--- src/rtl/sbinit_seq_ctrl.sv ---
`default_nettype none
// ============================================================================
//  Module   : sbinit_seq_ctrl
//  Purpose  : LTSM SBINIT-phase sequencer. The sequencer runs three exchanges
//             with the link partner in order:
//               1. out_of_reset
//               2. done_req
//               3. done_resp
//             It sends each message to the sideband encoder over a
//             valid/ready handshake. It consumes decoded RX message numbers
//             and raises done_o when SBINIT is complete.
//  Config   : SBINIT_TIMEOUT_EN (optional define). When defined, a cycle
//             counter starts on leaving IDLE and forces ERROR after
//             TIMEOUT_CYCLES. When undefined, there is no counter and
//             error_o is tied to 0.
//  Ports    : clk         single clock
//             rst_n       synchronous active-low reset
//             start_i     level; run SBINIT, deassert to return to IDLE
//             tx_valid_o  message offered to SB encoder
//             tx_msg_o    SB_msgNum_t of offered message
//             tx_ready_i  encoder accepts when tx_valid_o & tx_ready_i
//             rx_valid_i  one-cycle strobe, decoded message present
//             rx_msg_i    SB_msgNum_t from decoder
//             done_o      SBINIT complete
//             error_o     SBINIT timed out
//             state_o     current state encoding (debug)
//  Revision : 1.0  initial release
// ============================================================================
module sbinit_seq_ctrl #(
    parameter int RESEND_INTERVAL = 16,
    parameter int TIMEOUT_CYCLES  = 8000
) (
    input  logic       clk,
    input  logic       rst_n,
    input  logic       start_i,
    output logic       tx_valid_o,
    output logic [2:0] tx_msg_o,
    input  logic       tx_ready_i,
    input  logic       rx_valid_i,
    input  logic [2:0] rx_msg_i,
    output logic       done_o,
    output logic       error_o,
    output logic [2:0] state_o
);

    localparam logic [2:0] ST_IDLE  = 3'd0;
    localparam logic [2:0] ST_OOR   = 3'd1;
    localparam logic [2:0] ST_XCHG  = 3'd2;
    localparam logic [2:0] ST_DONE  = 3'd3;
    localparam logic [2:0] ST_ERROR = 3'd4;

    // SB_msgNum_t values used by this phase. CODEX_ERROR (3'b111) and any
    // other code simply match none of these and are ignored.
    localparam logic [2:0] MSG_OOR       = 3'b000;
    localparam logic [2:0] MSG_DONE_REQ  = 3'b001;
    localparam logic [2:0] MSG_DONE_RESP = 3'b010;

    localparam int          RW          = $clog2(RESEND_INTERVAL + 1);
    localparam logic [RW-1:0] RESEND_LAST = RW'(RESEND_INTERVAL);

    logic [2:0]    state, state_n;
    logic          tx_valid_n;
    logic [2:0]    tx_msg_n;
    logic [RW-1:0] gap_cnt, gap_cnt_n;

    logic oor_rcvd,  oor_rcvd_n;
    logic oor_sent,  oor_sent_n;
    logic req_sent,  req_sent_n;
    logic resp_sent, resp_sent_n;
    logic req_rcvd,  req_rcvd_n;
    logic resp_rcvd, resp_rcvd_n;
    logic resp_pend, resp_pend_n;

    logic accept;
    logic rx_oor, rx_req, rx_resp;
    logic tmo_hit;

    assign accept  = tx_valid_o & tx_ready_i;
    assign rx_oor  = rx_valid_i & (rx_msg_i == MSG_OOR);
    assign rx_req  = rx_valid_i & (rx_msg_i == MSG_DONE_REQ);
    assign rx_resp = rx_valid_i & (rx_msg_i == MSG_DONE_RESP);
    assign state_o = state;

    always_comb begin
        state_n     = state;
        tx_valid_n  = tx_valid_o;
        tx_msg_n    = tx_msg_o;
        gap_cnt_n   = gap_cnt;
        oor_rcvd_n  = oor_rcvd;
        oor_sent_n  = oor_sent;
        req_sent_n  = req_sent;
        resp_sent_n = resp_sent;
        req_rcvd_n  = req_rcvd;
        resp_rcvd_n = resp_rcvd;
        resp_pend_n = resp_pend;

        case (state)
            ST_IDLE: begin
                tx_valid_n  = 1'b0;
                tx_msg_n    = MSG_OOR;
                gap_cnt_n   = '0;
                oor_rcvd_n  = 1'b0;
                oor_sent_n  = 1'b0;
                req_sent_n  = 1'b0;
                resp_sent_n = 1'b0;
                req_rcvd_n  = 1'b0;
                resp_rcvd_n = 1'b0;
                resp_pend_n = 1'b0;
                if (start_i) begin
                    state_n    = ST_OOR;
                    tx_valid_n = 1'b1;
                end
            end

            ST_OOR: begin
                if (rx_oor) begin
                    oor_rcvd_n = 1'b1;
                end
                // An early done_req from the partner is remembered so the
                // response is owed as soon as XCHG starts.
                if (rx_req) begin
                    req_rcvd_n  = 1'b1;
                    resp_pend_n = 1'b1;
                end
                if (accept) begin
                    oor_sent_n = 1'b1;
                    tx_valid_n = 1'b0;
                    gap_cnt_n  = '0;
                end else if (!tx_valid_o) begin
                    // Count idle cycles since the last acceptance; the offer
                    // returns once RESEND_INTERVAL idle cycles have elapsed.
                    if (gap_cnt != RESEND_LAST) begin
                        gap_cnt_n = gap_cnt + RW'(1);
                    end
                    if (gap_cnt_n == RESEND_LAST) begin
                        tx_valid_n = 1'b1;
                        tx_msg_n   = MSG_OOR;
                    end
                end
                if (oor_rcvd_n && oor_sent_n && (!tx_valid_o || accept)) begin
                    state_n    = ST_XCHG;
                    tx_valid_n = 1'b1;
                    tx_msg_n   = resp_pend_n ? MSG_DONE_RESP : MSG_DONE_REQ;
                end
            end

            ST_XCHG: begin
                // A repeated done_req while a response is still owed
                // collapses into that single response.
                if (rx_req) begin
                    req_rcvd_n = 1'b1;
                    if (!resp_pend) begin
                        resp_pend_n = 1'b1;
                    end
                end
                // A done_resp only answers our own request once that
                // request has actually been delivered.
                if (rx_resp && req_sent) begin
                    resp_rcvd_n = 1'b1;
                end
                if (accept) begin
                    if (tx_msg_o == MSG_DONE_RESP) begin
                        resp_pend_n = 1'b0;
                        resp_sent_n = 1'b1;
                    end else if (tx_msg_o == MSG_DONE_REQ) begin
                        req_sent_n = 1'b1;
                    end
                end
                // A new offer is chosen only when the handshake is free, so
                // an offered message never changes before acceptance.
                if (!tx_valid_o || accept) begin
                    if (resp_pend_n) begin
                        tx_valid_n = 1'b1;
                        tx_msg_n   = MSG_DONE_RESP;
                    end else if (!req_sent_n) begin
                        tx_valid_n = 1'b1;
                        tx_msg_n   = MSG_DONE_REQ;
                    end else begin
                        tx_valid_n = 1'b0;
                    end
                end
                if (req_sent_n && resp_sent_n && req_rcvd_n && resp_rcvd_n &&
                    (!tx_valid_o || accept)) begin
                    state_n    = ST_DONE;
                    tx_valid_n = 1'b0;
                end
            end

            ST_DONE, ST_ERROR: begin
                tx_valid_n = 1'b0;
            end

            default: begin
                state_n    = ST_IDLE;
                tx_valid_n = 1'b0;
            end
        endcase

        // Timeout overrides whatever the exchange logic decided this cycle.
        if (tmo_hit) begin
            state_n    = ST_ERROR;
            tx_valid_n = 1'b0;
        end

        // Dropping start_i abandons the sequence from any active state.
        if (state != ST_IDLE && !start_i) begin
            state_n     = ST_IDLE;
            tx_valid_n  = 1'b0;
            tx_msg_n    = MSG_OOR;
            gap_cnt_n   = '0;
            oor_rcvd_n  = 1'b0;
            oor_sent_n  = 1'b0;
            req_sent_n  = 1'b0;
            resp_sent_n = 1'b0;
            req_rcvd_n  = 1'b0;
            resp_rcvd_n = 1'b0;
            resp_pend_n = 1'b0;
        end
    end

    always_ff @(posedge clk) begin
        if (!rst_n) begin
            state      <= ST_IDLE;
            tx_valid_o <= 1'b0;
            tx_msg_o   <= MSG_OOR;
            done_o     <= 1'b0;
            gap_cnt    <= '0;
            oor_rcvd   <= 1'b0;
            oor_sent   <= 1'b0;
            req_sent   <= 1'b0;
            resp_sent  <= 1'b0;
            req_rcvd   <= 1'b0;
            resp_rcvd  <= 1'b0;
            resp_pend  <= 1'b0;
        end else begin
            state      <= state_n;
            tx_valid_o <= tx_valid_n;
            tx_msg_o   <= tx_msg_n;
            done_o     <= (state_n == ST_DONE);
            gap_cnt    <= gap_cnt_n;
            oor_rcvd   <= oor_rcvd_n;
            oor_sent   <= oor_sent_n;
            req_sent   <= req_sent_n;
            resp_sent  <= resp_sent_n;
            req_rcvd   <= req_rcvd_n;
            resp_rcvd  <= resp_rcvd_n;
            resp_pend  <= resp_pend_n;
        end
    end

`ifdef SBINIT_TIMEOUT_EN
    localparam int          TW       = $clog2(TIMEOUT_CYCLES + 1);
    localparam logic [TW-1:0] TMO_LAST = TW'(TIMEOUT_CYCLES);

    logic [TW-1:0] tmo_cnt;
    logic [TW-1:0] tmo_inc;
    logic          tmo_active;

    assign tmo_active = (state == ST_OOR) || (state == ST_XCHG);
    assign tmo_inc    = tmo_cnt + TW'(1);
    // Firing on the incremented value puts error_o high exactly
    // TIMEOUT_CYCLES clock edges after the IDLE exit.
    assign tmo_hit    = tmo_active && (tmo_inc == TMO_LAST);

    always_ff @(posedge clk) begin
        if (!rst_n) begin
            tmo_cnt <= '0;
            error_o <= 1'b0;
        end else begin
            if (state == ST_IDLE) begin
                tmo_cnt <= '0;
            end else if (tmo_active && (tmo_cnt != TMO_LAST)) begin
                tmo_cnt <= tmo_inc;
            end
            error_o <= (state_n == ST_ERROR);
        end
    end
`else
    logic unused_timeout;

    assign unused_timeout = ^TIMEOUT_CYCLES;
    assign tmo_hit        = 1'b0;
    assign error_o        = 1'b0;
`endif

endmodule
`default_nettype wire

--- config.mk ---
export PLATFORM = sky130hd
export DESIGN_NAME = sbinit_seq_ctrl
export DESIGN_NICKNAME = d
export VERILOG_FILES = /design/src/rtl/sbinit_seq_ctrl.sv
export SDC_FILE = /design/constraint.sdc
export NUM_CORES = 1
export LEC_CHECK = 0
export CAP_MARGIN = 0
export CORE_ASPECT_RATIO = 0.8
export CORE_UTILIZATION = 50
export CTS_CLUSTER_SIZE = 12
export DETAILED_ROUTE_END_ITERATION = 10
export HOLD_SLACK_MARGIN = 0.03
export PLACE_DENSITY = 0.75
export SKIP_LAST_GASP = 1
export SLEW_MARGIN = 20
export SYNTH_ARGS = -nofsm -noshare
export SYNTH_HDL_FRONTEND = slang
export SYNTH_SLANG_ARGS = --single-unit
--- constraint.sdc ---
create_clock -name clk -period 2.9 [get_ports clk]
set_input_delay 0.87 -clock clk [delete_from_list [all_inputs] [get_ports clk]]
set_output_delay 0.87 -clock clk [all_outputs]
set_load 0.02 [all_outputs]
== Word level (Yosys, flattened, before mapping) ==
Cells that the tools add are included.

* $add $sub $neg: 1
* Equality and inequality tests: 18
* Mux-type cells: 58
* Bitwise gates (word level): 5
* Reduce and logical (&&, ||, !) cells: 21

{| class="wikitable"
|+ Operators by type and width
! cell !! count
|-
| two-way mux 3 bit || 11
|-
| two-way mux 5 bit || 6
|-
| two-way mux 1 bit || 29
|-
| inequality test 3 bit (second input constant) || 6
|-
| == test 3 x 2 -> 1 bit (second input constant) || 5
|-
| case mux 3 bit (4 select lines) || 1
|-
| case mux 1 bit (2 select lines) || 5
|-
| case mux 5 bit (2 select lines) || 1
|-
| == test 3 x 1 -> 1 bit (second input constant) || 3
|-
| case mux 1 bit (3 select lines) || 3
|-
| case mux 3 bit (3 select lines) || 1
|-
| logical AND 1 bit || 8
|-
| zero test 3 bit || 2
|-
| AND reduction 6 bit || 1
|-
| nonzero test 3 bit || 2
|-
| adder 5 x 1 -> 5 bit (second input constant) || 1
|-
| == test 5 bit (second input constant) || 1
|-
| inequality test 5 bit (second input constant) || 1
|-
| AND 1 bit || 4
|-
| nonzero test 2 bit || 2
|-
| OR reduction 2 bit || 2
|-
| == test 3 bit (second input constant) || 1
|-
| zero test 1 bit || 2
|-
| two-way mux 2 bit || 1
|-
| other kinds (4) || 4
|}

* Register bits: 20
* Bits of input ports: 8
* Output and inout bits: 9
* Word-level logic and storage cells: 115

== Longest topological paths before layout ==
* Word-level depth: 13
* Mapped depth: 7
* Depth with buffers taken out: 7

== Worst setup path before layout ==
Ideal clock, no wire load.

* Path kind: input to register
* Start: in rx_msg_i[1]
* End: reg tx_msg_o[1]
* Library setup time: 0.072 ns
* Arrival time: 2.132 ns
* Required time: 2.828 ns
* Path slack: 0.696 ns
* Stages: 5
* Path buffers: 0
* Cell sequence: or4b_4 > a21oi_4 > nand2_2 > a2111o_1 > mux2i_1

* Longest elaborated chain between the ends: 9
* Elaborated cells between the ends (all ways): 23
* Those cells by class: 5 x eq/ne; 12 x mux; 2 x bitwise; 4 x reduce/logical

{| class="wikitable"
|+ RTL lines
! what !! line !! source
|-
| start: declaration || 40 || <nowiki>input logic [2:0] rx_msg_i,</nowiki>
|-
| == test 3 x 1 -> 1 bit || 80 || <nowiki>assign rx_req = rx_valid_i & (rx_msg_i == MSG_DONE_REQ);</nowiki>
|-
| AND 1 bit || 80 ||
|-
| two-way mux 1 bit || 121 || <nowiki>if (rx_req) begin</nowiki>
|-
| two-way mux 1 bit || 162 || <nowiki>if (tx_msg_o == MSG_DONE_RESP) begin</nowiki>
|-
| two-way mux 1 bit || 161 || <nowiki>if (accept) begin</nowiki>
|-
| two-way mux 1 bit || 97 || <nowiki>case (state)</nowiki>
|-
| two-way mux 3 bit || 172 || <nowiki>if (resp_pend_n) begin</nowiki>
|-
| two-way mux 3 bit || 171 || <nowiki>if (!tx_valid_o || accept) begin</nowiki>
|-
| case mux 3 bit (3 select lines) || 97 ||
|-
| end signal: assignment || 238 || <nowiki>tx_msg_o <= tx_msg_n;</nowiki>
|-
| end: declaration || 37 || <nowiki>output logic [2:0] tx_msg_o,</nowiki>
|}

Parallel ways exist; a longest one is shown, timed or not. The select of a mux whose other input is x is not followed.
A chain may end at the register's enable or synchronous reset.

== Worst setup path after layout ==
* Start: reg state[1], in the netlist state_o[1]
* End: out state_o[1]

{| class="wikitable"
|+ RTL lines
! what !! line !! source
|-
| start: declaration || 61 || <nowiki>logic [2:0] state, state_n;</nowiki>
|-
| start signal: assignment || 236 || <nowiki>state <= state_n;</nowiki>
|-
| end: declaration || 43 || <nowiki>output logic [2:0] state_o</nowiki>
|}

No word-level cell between the ends.

==> results by group <==
Clocking
  – H-tree depth: 1
  – Root Driver: clkbuf_4
  – Worst-Skew Late Latency: 300 ps
  – Clock buffer depth: 2
  – CTS tree: done
  – Cts repair resizes: 0
  – Num CTS Buffers: 3
  – Setup Fix Bufs, Post-CTS: 0
  – Clock sink count: 19
  – Hold_buf cts: 0
  – Reg clk slew, reported paths: 110 ps

Worst setup path
  – Max Fanout on Critical Path: 14
  – Critical Path Source Type: register
  – Crit path buf inv count: 1
  – FF-to-FF setup slack: 860 ps
  – Worst setup EP type: primary output
  – WP data required: 2030 ps
  – R2R depth: 7
  – Reg2Reg Launch Point: gap_cnt[0]$_SDFFE_PP0P_
  – CP arrival: 1610 ps
  – Crit-path slowest cell: clkdlybuf4s50_1
  – Crit-path cells: clkdlybuf4s50_1
  – Largest delay share family, worst path: buffers and inverters
  – Worst setup path class: register to primary output
  – Largest stage delay, worst path: 700 ps
  – Worst reg2reg path endpoint: tx_msg_o[1]$_SDFFE_PP0P_

Yosys
  – Area leader, netlist: dfxtp_1
  – Seq cells post-synth: 19
  – Number of distinct library cells after synthesis: 48
  – Sequential share of the synthesized area: 33.7%
  – Top_reg_cell synth: dfxtp_1
  – Mean Syn Cell Area: 8.25 µm²
  – Async SR Flop Fraction: 0%
  – Yosys warns: 0
  – Post-synth EDFFs: 0
  – Top-count cell post-synth: dfxtp_1
  – Mapped Area: 1130 µm²
  – Area share of the largest cell type after synthesis: 33.7%
  – Ranking of synthesized cells by area: dfxtp_1 34%, nor2_1 5.6%, a21oi_1 5.3%
  – Cell count after synthesis: 137
  – Commonest cells post-synth: 19 x dfxtp_1, 17 x nor2_1, 12 x a21oi_1, 9 x nand2_1

Global route
  – Initial antenna violation count: 0
  – Largest net degree at the start of global routing: 15
  – Gr ovfl total: 0
  – Number of global-route vias before repair: 976
  – First-pass GRT wire length: 4.46 mm
  – GRT Total Usage: 25.5%

Cells and area
  – Largest register FFs: 5
  – Fillers: 179
  – Nets: 163
  – Largest Register: gap_cnt
  – N_diodes: 0
  – Final cell count without fillers: 176
  – Share of cells above drive strength 1: 7.89%
  – Area Growth Syn to Fin: 16.5%

STA
  – Max frequency: 0.403 GHz
  – Final hold viol count: 0
  – Final setup TNS: 0 ps
  – Fin crit period: 2480 ps
  – Clock Skew: 10.8 ps
  – Final Max Tran Viols: 0
  – Final setup fails: 0
  – RSZ-0062 raised after global routing: false
  – Final Cycle Share: 85.6%

Worst hold path
  – Hold Path Class: register to register
  – Cell depth of the worst hold path: 2
  – Hold Path End: req_rcvd$_SDFFE_PP0P_
  – Worst Hold Launch: req_rcvd$_SDFFE_PP0P_

Detailed routing
  – Max Used Layer: met4
  – Final wirelength: 2.68 mm
  – Via count: 1067
  – Post-route DRC violation count: 0
  – Routed met2 length: 1.25 mm
  – Length of routed met3 wiring: 173 µm
  – Met1 WL: 1.24 mm
  – Vias per cell: 6.06
  – Avg WL per Cell: 15.2 µm
  – Antenna viol nets, final: 0
  – Pre-antenna DRT Iters: 4
  – DRT iter0 DRCs: 26

Placement
  – Final HPWL DP: 1.99 mm
  – Placer Congestion: 0.863
  – Port bufs: 14
  – Placed cell count: 172

Floorplanning
  – Core area: 2000 µm²
  – Die width: 55.1 µm
  – Starting Density: 56.6%
  – # IOs: 17
  – Row Count: 14
  – Die Footprint: 2450 µm²
  – Chip height: 44.5 µm

Power and ir drop
  – VDD IR-drop max: 0.376 mV
  – Static leakage: 0.478 nW
  – Power per cell area: 350 nW/µm²

Status
  – Outcome: completed

Run
  – Max-cap check violation count: 0
## tightest hold or removal path: cells and delay by family, from the launching register on
| family | cells | cell delay [ps] |
|---|---|---|
| DFF | 1 | 350 |
| AOI/OAI and AO/OA | 1 | 40 |
| and+or+nand+nor | 1 | 70 |
## worst max-delay path by stage
stage | startpoint | to | cells after the start
floorplan | rx_msg_i[1] | tx_msg_o[1]$_SDFFE_PP0P_ | 5
global placement | rx_msg_i[1] | tx_msg_o[0]$_SDFFE_PP0P_ | 6
detailed placement | rx_msg_i[1] | tx_msg_o[1]$_SDFFE_PP0P_ | 6
CTS | state_o[1]$_SDFF_PN0_ | state_o[1] | 1
global route | state_o[1]$_SDFF_PN0_ | state_o[1] | 1
finish | state_o[1]$_SDFF_PN0_ | state_o[1] | 1
## power by group
part,switching (W),internal [W]
logic,0.0000304,0.0000270
clock network,0.0000804,0.0000536
registers,0.00000611,0.000263
total,0.000117,0.000344
## metrics by stage
step / worst slack [ps] / utilization (%) / hold WS (ps) / total power [W] / instance area [µm²]
after floorplan: 696 / - / 436 / 0.000308 / 1130
after global placement: 196 / 64.6 / 449 / 0.000330 / 1290
after detailed placement: 143 / 64.6 / 457 / 0.000332 / 1290
after CTS: 421 / 65.9 / 482 / 0.000464 / 1320
after global routing: 322 / 65.9 / 497 / 0.000478 / 1320
final: 417 / 65.9 / 492 / 0.000461 / 1320
## final cells by class
type,instances,area [µm²],share of cell area [%]
Inverter,5,18.8,1.43
Timing Repair Buffer,17,163,12.4
Tap cell,24,30.0,2.28
Sequential cell,19,380,28.9
Multi-Input combinational cell,107,698,53.0
Clock buffer,4,26.3,2.00
## cell families after synthesis
kind of cell / after synthesis / synth area share (%)
XOR/XNOR: 2 / 1.55
adder cells (fa/ha/maj): 2 / 2.21
buffers and inverters: 12 / 4.87
other: 1 / 0.332
AO/OA/AOI/OAI: 35 / 22.0
multiplexers: 6 / 5.43
AND/OR/NAND/NOR: 60 / 29.9
flip-flops: 19 / 33.7
## layout by cell type (no fill, tap or decap), types with 3 or more instances in the layout
cell type,count
a21oi_1,12
nand3_1,5
nor2_1,17
inv_1,5
mux2i_1,5
buf_4,3
o21ai_1,4
nor3b_1,3
nand3b_1,4
clkdlybuf4s50_1,14
nor3_1,4
dfxtp_1,19
nor2b_1,3
nand2_1,9
clkbuf_4,3
## routing by layer
metal	global-route usage, %	up-vias
met4	4.00	0
met5	0	-
met2	40.5	40
li1	-	528
met1	34.6	495
met3	7.56	4
Power figures use the tool's default switching activity.
